`config.mk`:
```
export PLATFORM = sky130hd
export DESIGN_NAME = xif_result_buffer
export DESIGN_NICKNAME = d
export VERILOG_FILES = /design/src/rtl/pa_rvfpm.sv /design/src/rtl/xif_result_fifo.sv /design/src/rtl/xif_result_buffer.sv
export SDC_FILE = /design/constraint.sdc
export NUM_CORES = 1
export LEC_CHECK = 0
export CAP_MARGIN = 20
export CORE_UTILIZATION = 50
export CTS_BUF_LIST = sky130_fd_sc_hd__clkbuf_8 sky130_fd_sc_hd__clkbuf_16
export DETAILED_ROUTE_END_ITERATION = 8
export HOLD_SLACK_MARGIN = 0.15
export PLACE_DENSITY_LB_ADDON = 0.2
export SETUP_SLACK_MARGIN = 0.1
export SLEW_MARGIN = 20
export SYNTH_ARGS = -nofsm -noshare
export SYNTH_HDL_FRONTEND = slang
export SYNTH_SLANG_ARGS = --single-unit
export TNS_END_PERCENT = 20
```
`constraint.sdc`:
```
create_clock -name ck -period 3.75 [get_ports ck]
set_input_delay 0.9375 -clock ck [delete_from_list [all_inputs] [get_ports ck]]
set_output_delay 0.9375 -clock ck [all_outputs]
set_load 0.01 [all_outputs]
```
`src/rtl/pa_rvfpm.sv`:
```
// pa_rvfpm: shared types and constants for the X-interface result path.
// Supplies the result payload layout, the output FSM state encoding and
// the default buffer depth. Also provides fallback values for the
// X_ID_WIDTH and FLEN macros when the build does not set them.

`ifndef X_ID_WIDTH
`define X_ID_WIDTH 4
`endif

`ifndef FLEN
`define FLEN 32
`endif

package pa_rvfpm;

  localparam int unsigned DEPTH_DEF      = 4;
  localparam int unsigned X_ID_WIDTH_DEF = `X_ID_WIDTH;
  localparam int unsigned FLEN_DEF       = `FLEN;
  localparam int unsigned RD_WIDTH       = 5;
  localparam int unsigned ECSWE_WIDTH    = 3;
  localparam int unsigned ECSDATA_WIDTH  = 6;

  typedef struct packed {
    logic [X_ID_WIDTH_DEF-1:0] id;
    logic [FLEN_DEF-1:0]       data;
    logic [RD_WIDTH-1:0]       rd;
    logic                      we;
    logic [ECSWE_WIDTH-1:0]    ecswe;
    logic [ECSDATA_WIDTH-1:0]  ecsdata;
  } x_result_t;

  typedef enum logic [1:0] {
    ST_EMPTY   = 2'd0,
    ST_PRESENT = 2'd1,
    ST_DROP    = 2'd2
  } out_state_e;

endpackage

```
`src/rtl/xif_result_fifo.sv`:
```
// xif_result_fifo: circular storage for pending results.
// Holds the payload memory, the read/write pointers and the occupancy
// count. Exposes the head entry and the one behind it, so the owner can
// pick the next head in the same cycle that the current one is popped.

module xif_result_fifo
  import pa_rvfpm::*;
#(
  parameter int unsigned DEPTH = DEPTH_DEF,
  parameter int unsigned WIDTH = 8
) (
  input  logic                   ck,
  input  logic                   rst,
  input  logic                   push,
  input  logic                   pop,
  input  logic [WIDTH-1:0]       wdata,
  output logic [WIDTH-1:0]       head,
  output logic [WIDTH-1:0]       second,
  output logic [$clog2(DEPTH):0] count
);

  localparam int unsigned AW    = $clog2(DEPTH);
  localparam int unsigned CNT_W = AW + 1;

  logic [WIDTH-1:0] mem [DEPTH];
  logic [AW-1:0]    wptr;
  logic [AW-1:0]    rptr;

  // Payload storage; the owner only pushes while there is room.
  always_ff @(posedge ck) begin
    if (push) begin
      mem[wptr] <= wdata;
    end
  end

  // Pointers wrap naturally because DEPTH is a power of two.
  always_ff @(posedge ck) begin
    if (rst) begin
      wptr  <= '0;
      rptr  <= '0;
      count <= '0;
    end else begin
      if (push) begin
        wptr <= wptr + AW'(1);
      end
      if (pop) begin
        rptr <= rptr + AW'(1);
      end
      count <= count + CNT_W'(push) - CNT_W'(pop);
    end
  end

  assign head   = mem[rptr];
  assign second = mem[rptr + AW'(1)];

endmodule

```
`src/rtl/xif_result_buffer.sv`:
```
// xif_result_buffer: buffers FPU results and offers them to the core in order.
// Optional feature macro RESULT_KILL_FILTER_EN: when defined, a killed-ID
// table is kept and killed entries are silently discarded via the DROP
// state; when undefined, every pushed entry is presented and the commit
// inputs are ignored.

module xif_result_buffer
  import pa_rvfpm::*;
#(
  parameter int unsigned DEPTH      = DEPTH_DEF,
  parameter int unsigned X_ID_WIDTH = `X_ID_WIDTH,
  parameter int unsigned FLEN       = `FLEN
) (
  input  logic                     ck,
  input  logic                     rst,
  input  logic                     in_valid,
  output logic                     in_ready,
  input  logic [X_ID_WIDTH-1:0]    in_id,
  input  logic [FLEN-1:0]          in_data,
  input  logic [RD_WIDTH-1:0]      in_rd,
  input  logic                     in_we,
  input  logic [ECSWE_WIDTH-1:0]   in_ecswe,
  input  logic [ECSDATA_WIDTH-1:0] in_ecsdata,
  input  logic                     commit_valid,
  input  logic [X_ID_WIDTH-1:0]    commit_id,
  input  logic                     commit_kill,
  output logic                     out_valid,
  input  logic                     out_ready,
  output logic [X_ID_WIDTH-1:0]    out_id,
  output logic [FLEN-1:0]          out_data,
  output logic [RD_WIDTH-1:0]      out_rd,
  output logic                     out_we,
  output logic [ECSWE_WIDTH-1:0]   out_ecswe,
  output logic [ECSDATA_WIDTH-1:0] out_ecsdata,
  output logic [$clog2(DEPTH):0]   count,
  output logic                     drop_pulse
);

  localparam int unsigned CNT_W = $clog2(DEPTH) + 1;
  localparam int unsigned PW    = X_ID_WIDTH + FLEN + RD_WIDTH + 1 + ECSWE_WIDTH + ECSDATA_WIDTH;

  logic [PW-1:0]    in_pl;
  logic [PW-1:0]    head_pl;
  logic [PW-1:0]    second_pl;
  logic [PW-1:0]    cand_pl;
  logic [PW-1:0]    out_pl_q;
  logic [PW-1:0]    out_pl_d;
  logic [CNT_W-1:0] remaining;
  logic             push;
  logic             pop;
  logic             cand_ok;
  logic             cand_killed;
  out_state_e       state_q;
  out_state_e       state_d;

  assign in_pl    = {in_id, in_data, in_rd, in_we, in_ecswe, in_ecsdata};
  assign in_ready = !rst && (count < CNT_W'(DEPTH));
  assign push     = in_valid && in_ready;
  assign pop      = ((state_q == ST_PRESENT) && out_ready) || (state_q == ST_DROP);

  xif_result_fifo #(
    .DEPTH (DEPTH),
    .WIDTH (PW)
  ) u_fifo (
    .ck     (ck),
    .rst    (rst),
    .push   (push),
    .pop    (pop),
    .wdata  (in_pl),
    .head   (head_pl),
    .second (second_pl),
    .count  (count)
  );

  // Next head candidate: whatever stays in storage after this cycle's pop,
  // or the incoming push when storage drains, which gives one-cycle latency.
  always_comb begin
    remaining = count - CNT_W'(pop);
    cand_ok   = 1'b1;
    cand_pl   = in_pl;
    if (remaining != '0) begin
      cand_pl = pop ? second_pl : head_pl;
    end else if (!push) begin
      cand_ok = 1'b0;
    end
  end

`ifdef RESULT_KILL_FILTER_EN
  logic [(2**X_ID_WIDTH)-1:0] killed_q;
  logic [(2**X_ID_WIDTH)-1:0] killed_d;

  // Dropping clears the head's bit; a commit update is applied afterwards so a same-cycle kill wins.
  always_comb begin
    killed_d = killed_q;
    if (state_q == ST_DROP) begin
      killed_d[head_pl[PW-1 -: X_ID_WIDTH]] = 1'b0;
    end
    if (commit_valid) begin
      killed_d[commit_id] = commit_kill;
    end
  end

  // Killed-ID table register.
  always_ff @(posedge ck) begin
    if (rst) begin
      killed_q <= '0;
    end else begin
      killed_q <= killed_d;
    end
  end

  assign cand_killed = killed_d[cand_pl[PW-1 -: X_ID_WIDTH]];
  assign drop_pulse  = !rst && (state_q == ST_DROP);
`else
  logic unused_commit;

  assign unused_commit = ^{commit_valid, commit_id, commit_kill};
  assign cand_killed   = 1'b0;
  assign drop_pulse    = 1'b0;
`endif

  // Output FSM: an offered result is held until accepted; otherwise pick the next state from the candidate.
  always_comb begin
    state_d  = state_q;
    out_pl_d = out_pl_q;
    if ((state_q != ST_PRESENT) || out_ready) begin
      if (!cand_ok) begin
        state_d = ST_EMPTY;
      end else if (cand_killed) begin
        state_d = ST_DROP;
      end else begin
        state_d  = ST_PRESENT;
        out_pl_d = cand_pl;
      end
    end
  end

  // State and registered head payload.
  always_ff @(posedge ck) begin
    if (rst) begin
      state_q  <= ST_EMPTY;
      out_pl_q <= '0;
    end else begin
      state_q  <= state_d;
      out_pl_q <= out_pl_d;
    end
  end

  assign out_valid = !rst && (state_q == ST_PRESENT);
  assign {out_id, out_data, out_rd, out_we, out_ecswe, out_ecsdata} = out_pl_q;

endmodule

```
==> results of run 1 <==
-- power by group through the flow --
stage               registers (W)  clock network (W)  logic, W
global placement          0.00391                  0   0.00332
CTS                       0.00386            0.00263   0.00338
global route              0.00390            0.00276   0.00359
detailed placement        0.00391                  0   0.00336
floorplan                 0.00396                  0   0.00200
finish                    0.00386            0.00259   0.00334
-- registers in the layout (all words and copies together), names as in the netlist, named ones only --
name / count
u_fifo.rptr: 2
out_pl_q: 51
state_q: 1
u_fifo.wptr: 2
u_fifo.count: 3
u_fifo.mem: 204
-- through the flow --
stage	instances	power, W	hold slack, ns	utilization (%)	worst slack (ns)
after floorplan	900	0.00595	0.491	-	0.629
after global placement	1286	0.00722	0.455	57.9	0.529
after detailed placement	1286	0.00727	0.455	57.9	0.453
after CTS	1338	0.00987	0.470	61.6	0.644
after global routing	1338	0.0103	0.487	61.6	0.586
final	1338	0.00978	0.466	61.6	0.639
-- logic make-up after synthesis --
| family | share of synthesized area (%) |
|---|---|
| AO/OA/AOI/OAI | 12.4 |
| XOR/XNOR | 0.358 |
| adder cells (fa/ha/maj) | 0.675 |
| buffers and inverters | 4.67 |
| flip-flops | 60.0 |
| multiplexers | 16.7 |
| other | 0.0306 |
| AND/OR/NAND/NOR | 5.12 |
-- tightest hold or removal path, stage by stage, from the launching register on --
cell and delay (ns):
dfxtp_1 0.30, inv_1 0.06, o32ai_2 0.06
-- cells in the mapped netlist (all sizes together) --
library cell / n
edfxtp: 204
mux2i: 204
o22ai: 102
dfxtp: 61
nor2: 59
inv: 53
nor3: 51
o32ai: 50
buf: 40
clkbuf: 35
ha: 5
and2: 4
or2: 3
xor2: 3
nand2: 2
nand2b: 2
nand3: 2
nand3b: 2
nor2b: 2
xnor2: 2
a21bo: 1
a21boi: 1
a21o: 1
a21oi: 1
and3b: 1
conb: 1
fa: 1
nor3b: 1
o21bai: 1
o311ai: 1
o31ai: 1
o41ai: 1
or3: 1
or4b: 1
-- worst max path at each step --
stage	endpoint	slack (ns)	cells past startpoint
2_1_floorplan	u_fifo.mem[1][0]$_DFFE_PP_	0.63	3
5_1_grt	out_valid	0.59	3
4_1_cts	out_valid	0.64	3
6_report	out_valid	0.64	3
3_5_place_dp	u_fifo.count[2]$_SDFF_PP0_	0.45	9
3_3_place_gp	u_fifo.count[2]$_SDFF_PP0_	0.53	9
-- layout make-up --
class                      count  area share (%)
clock inverter                21           0.873
multi-input combinational    507            29.7
inverter                      53            1.36
timing repair buffer         142            9.86
tap                          319            2.73
clock buffer                  31            5.15
sequential                   265            50.3
-- layout by cell type, fill, tap and decap left out, types with 2 or more instances in the layout --
master,count
mux2i_1,204
edfxtp_1,204
clkdlybuf4s50_1,110
o22ai_1,102
inv_1,59
nor2_1,59
dfxtp_1,59
nor3_1,50
o32ai_2,50
clkbuf_16,29
buf_4,24
buf_12,8
clkinv_2,6
ha_1,5
and2_2,4
clkinv_1,4
clkinvlp_4,4
xor2_1,3
nor2b_1,2
nand3b_1,2
nand2_1,2
xnor2_1,2
dfxtp_4,2
clkbuf_8,2
-- per-layer routing --
metal  vias up  routed length, µm
met4         0                410
met1      3900              11200
met2       185              13900
met3        34               1330
li1       3652                  -
met5         -                  0
==> flow_summary.json, run 1 <==
{
  "status": "completed",
  "met3_usage_pct": 3.13,
  "synth_area_mm2": 0.0122,
  "switchingPower_w": 0.00313,
  "grt_pass1_wl_mm": 41.0,
  "crit_buf_inv": 2,
  "vdd_drop_max_mv": 0.446,
  "power_density_mw_per_mm2": 669,
  "groute.usage.overall_pct": 21.5,
  "hpwl_mm": 15.7,
  "die_x_um": 158,
  "grtUsageMet2_pct": 40.3,
  "synth_seq_area_share_pct": 60.0,
  "yosysUniqueCellTypes": 39,
  "synthTopCellsByArea": "edfxtp_1 (50%), mux2i_1 (17%), dfxtp_1 (10%), o32ai_2 (6.6%), o22ai_1 (5.2%)",
  "pwr-share-seq_pct": 39.4,
  "p_comb_share_pct": 34.1,
  "critPathMaxFanout": 5,
  "busiest_layer": "met2",
  "via_per_inst": 5.81,
  "drt_iter0_drc": 341,
  "place_congestion": 0.735,
  "intPower_w": 0.00665,
  "cap_viol_max_count": 0,
  "root_buffer": "clkbuf_16",
  "max_stage_delay_ns": 0.55,
  "nets": 1065,
  "hold_end": "out_pl_q[31]$_SDFFE_PP0P_",
  "worstPathArrival_ns": 2.17,
  "synth_seq_cells": 265,
  "cts.repair.resized": 0,
  "syn_area_per_cell_um2": 13.6,
  "holdPathStages": 2,
  "r2r_slack_ns": 1.57,
  "io_pins": 118,
  "path_class": "input pin to output port",
  "finalSetupViolCount": 0,
  "crit_top_cell": "clkdlybuf4s50_1",
  "fmax_ghz": 0.321,
  "antenna_found_initial": 0,
  "min_path_type": "flop to flop",
  "synthToLayoutAreaGrowth_pct": 19.5,
  "fillers": 1826,
  "routed_wl_mm": 26.8,
  "ant_nets": 0,
  "die-height_um": 158,
  "clock_latency_ns": 0.53,
  "p_leak_nw": 4.63,
  "n_antenna_cell": 0,
  "r2r_cells": 8,
  "power.share.switching_pct": 32.0,
  "multi_input_area_mm2": 0.00435,
  "vias": 7771,
  "gr-total-overflow": 0,
  "synthCells": 900,
  "pwr-share-clk_pct": 26.4,
  "timing.final.crit_share_pct": 83.0,
  "hold_start": "out_pl_q[31]$_SDFFE_PP0P_",
  "cp_slowest_cell": "clkdlybuf4s50_1",
  "yosysWarnings": 0,
  "met1_usage_pct": 25.6,
  "crit_family": "buffers and inverters",
  "rsz0062_at_grt": "no",
  "r2r-start": "state_q[0]$_SDFFE_PP0P_",
  "grt_max_degree": 51,
  "drt-pass1-iter-count": 5,
  "tightest_slew_ns": 0.631,
  "cts_tree": "done",
  "crit_chain": "clkdlybuf4s50_1 > nor2b_1 > clkdlybuf4s50_1",
  "crit_start": "rst",
  "worstPathRequired_ns": 2.81,
  "hold_viol": 0,
  "crit_path_end_kind": "output port",
  "clockBufferDepth": 3,
  "report.final.slew_viol_count": 0,
  "clkTransAtPathRegs_ns": 0.05,
  "r2r_end": "u_fifo.count[2]$_SDFF_PP0_",
  "grt_pass1_vias": 7814,
  "postCtsHoldBufs": 0,
  "cts_setup_buffers": 0,
  "core_mm2": 0.0238,
  "clock-skew-final_ns": 0.0157,
  "fin_area_mm2": 0.0146,
  "post-synth-top-area-fraction_pct": 50.1,
  "io_buffers": 110,
  "yosys.area.top_type": "edfxtp_1",
  "syn-num-nets": 967,
  "cts_buffers": 29,
  "initial_utilization_pct": 51.5,
  "wl_per_cell_um": 20.1,
  "htree_levels": 1,
  "place_area_mm2": 0.0137,
  "fp.dieArea_mm2": 0.0251,
  "drive_gt1_share_pct": 13.7,
  "rows": 56,
  "layout_min_cycle_time_ns": 3.11,
  "slew_headroom_pct": 58.0,
  "seq_area_mm2": 0.00735,
  "cp-start-kind": "input pin",
  "setup_tns_ns": 0,
  "drc_errors": 0,
  "clock-sinks": 265
}
Note: power is estimated with default switching activity, not from simulation.
==> run 2, diff against run 1 <==
==> constraint.sdc (replaced) <==
create_clock -name ck -period 3.05 [get_ports ck]
set_input_delay 0.7625 -clock ck [delete_from_list [all_inputs] [get_ports ck]]
set_output_delay 0.7625 -clock ck [all_outputs]
set_load 0.01 [all_outputs]
==> run 2 against run 1 <==
- final area up 2.3%
- combinational power up 25%
- setup slack worse by 0.30 ns
- clock power up 46%
- non-clock buffer count up 2
- sequential cell count unchanged
- via count down 0.39%
- register-to-register slack worse by 0.53 ns
- die area unchanged
- critical path depth unchanged
- count of clock-buffer cells in the layout up 3
- routed wire length up 0.96%
- critical path type unchanged
- critical endpoint unchanged
==> flow_summary.json, run 2 (synthesis gave the netlist of run 1 again) <==
{
  "status": "completed",
  "root_buffer": "clkbuf_16",
  "ant_nets": 0,
  "io_buffers": 110,
  "worstPathRequired_ns": 2.29,
  "io_pins": 118,
  "clkTransAtPathRegs_ns": 0.06,
  "pwr-share-seq_pct": 37.4,
  "worstPathArrival_ns": 1.94,
  "place_congestion": 0.759,
  "gr-total-overflow": 0,
  "vdd_drop_max_mv": 0.604,
  "intPower_w": 0.00881,
  "min_path_type": "flop to flop",
  "switchingPower_w": 0.00388,
  "critPathMaxFanout": 4,
  "grt_pass1_vias": 7796,
  "drt_iter0_drc": 341,
  "crit_top_cell": "clkdlybuf4s50_1",
  "pwr-share-clk_pct": 29.7,
  "die_x_um": 158,
  "drt-pass1-iter-count": 7,
  "hold_slack_ns": 0.466,
  "clockBufferDepth": 3,
  "groute.usage.overall_pct": 21.7,
  "rows": 56,
  "power.share.switching_pct": 30.6,
  "rsz0062_at_grt": "no",
  "htree_levels": 1,
  "fp.dieArea_mm2": 0.0251,
  "cts_setup_buffers": 0,
  "fin_area_mm2": 0.0150,
  "hpwl_mm": 15.6,
  "cts.repair.resized": 0,
  "fmax_ghz": 0.370,
  "grt_max_degree": 47,
  "top_register": "u_fifo.mem",
  "cp_slowest_cell": "clkdlybuf4s50_1",
  "largest_reg_flops": 204,
  "drc_errors": 0,
  "layout_common_cells": "mux2i_1 (204), edfxtp_1 (204), clkdlybuf4s50_1 (110)",
  "cts_tree": "done",
  "p_leak_nw": 4.78,
  "n_antenna_cell": 0,
  "cts_buffers": 29,
  "core_mm2": 0.0238,
  "power_density_mw_per_mm2": 849,
  "finalSetupViolCount": 0,
  "crit_chain": "clkdlybuf4s50_1 > nor2b_1 > clkdlybuf4s50_1",
  "vias": 7741,
  "tightest_slew_ns": 0.546,
  "setup_tns_ns": 0,
  "hold_viol": 0,
  "die-height_um": 158,
  "timing.final.crit_share_pct": 88.7,
  "postCtsHoldBufs": 0,
  "p_comb_share_pct": 32.9,
  "routed_wl_mm": 27.1,
  "clock_latency_ns": 0.53,
  "initial_utilization_pct": 51.5,
  "drive_gt1_share_pct": 14.3,
  "crit_path_end_kind": "output port",
  "grt_pass1_wl_mm": 40.9,
  "wl_per_cell_um": 20.2,
  "reg_top3": "u_fifo.mem (204), out_pl_q (51), u_fifo.count (3)",
  "clock-sinks": 265,
  "layout_min_cycle_time_ns": 2.71,
  "via_per_inst": 5.77,
  "place_area_mm2": 0.0139,
  "cp-start-kind": "input pin",
  "synthToLayoutAreaGrowth_pct": 22.2,
  "max_stage_delay_ns": 0.54,
  "cap_viol_max_count": 0,
  "path_class": "input pin to output port",
  "antenna_found_initial": 1,
  "clock-skew-final_ns": 0.00956,
  "slew_headroom_pct": 63.6,
  "nets": 1067,
  "report.final.slew_viol_count": 0,
  "finalPower_w": 0.0127
}
==> run 2: cell count changes in the layout (fill, tap and decap cells not counted), sizes merged <==
cell / delta
buf: +2
bufinv: +6
clkbuf: +3
clkinv: -5
clkinvlp: -3
==> run 2: final timing paths <==
| path | startpoint | end | slack (ns) | cells past startpoint |
|---|---|---|---|---|
| setup / recovery | rst | out_valid | 0.34 | 3 |
| setup reg to reg | state_q[0]$_SDFFE_PP0P_ | u_fifo.count[2]$_SDFF_PP0_ | 1.04 | 8 |
| hold / removal | out_pl_q[5]$_SDFFE_PP0P_ | out_pl_q[5]$_SDFFE_PP0P_ | 0.47 | 2 |
| hold reg to reg | out_pl_q[5]$_SDFFE_PP0P_ | out_pl_q[5]$_SDFFE_PP0P_ | 0.47 | 2 |
==> run 2: cell type report <==
class                   count  area [µm²]
flip-flops and latches    265        7350
clock inverters            19         264
repair buffers            144        1590
multi-input cells         507        4350
fillers                  1796        8800
clock buffers              34         795
well taps                 319         399
inverters                  53         199
==> run 2: through the flow <==
stage	setup WS, ns	util [%]	instances
floorplan	0.104	-	900
global placement	0.317	58.5	1288
detailed placement	0.300	58.5	1288
CTS	0.335	63.0	1341
global route	0.276	63.0	1341
finish	0.344	63.0	1341
==> run 2: per-layer routing <==
layer / up-vias / wire, µm / share of wire, % / track usage (%)
met5: - / 12 / 0.044 / 0
met4: 2 / 377 / 1.4 / 6.27
met3: 28 / 1310 / 4.8 / 3.16
met2: 201 / 14500 / 53 / 41.0
met1: 3857 / 10900 / 40 / 25.3
li1: 3653 / - / - / -
==> run 2: critical path: cells and delay by family <==
family        cells  cell delay, ns
buf+inv           2            1.04
simple gates      1            0.14
==> run 2: power by group through the flow <==
stage | Sequential, W | Combinational (W) | Clock [W]
2_1_floorplan | 0.00486 | 0.00246 | 0
3_5_place_dp | 0.00481 | 0.00421 | 0
3_3_place_gp | 0.00480 | 0.00416 | 0
6_report | 0.00474 | 0.00418 | 0.00377
5_1_grt | 0.00479 | 0.00448 | 0.00397
4_1_cts | 0.00474 | 0.00423 | 0.00383
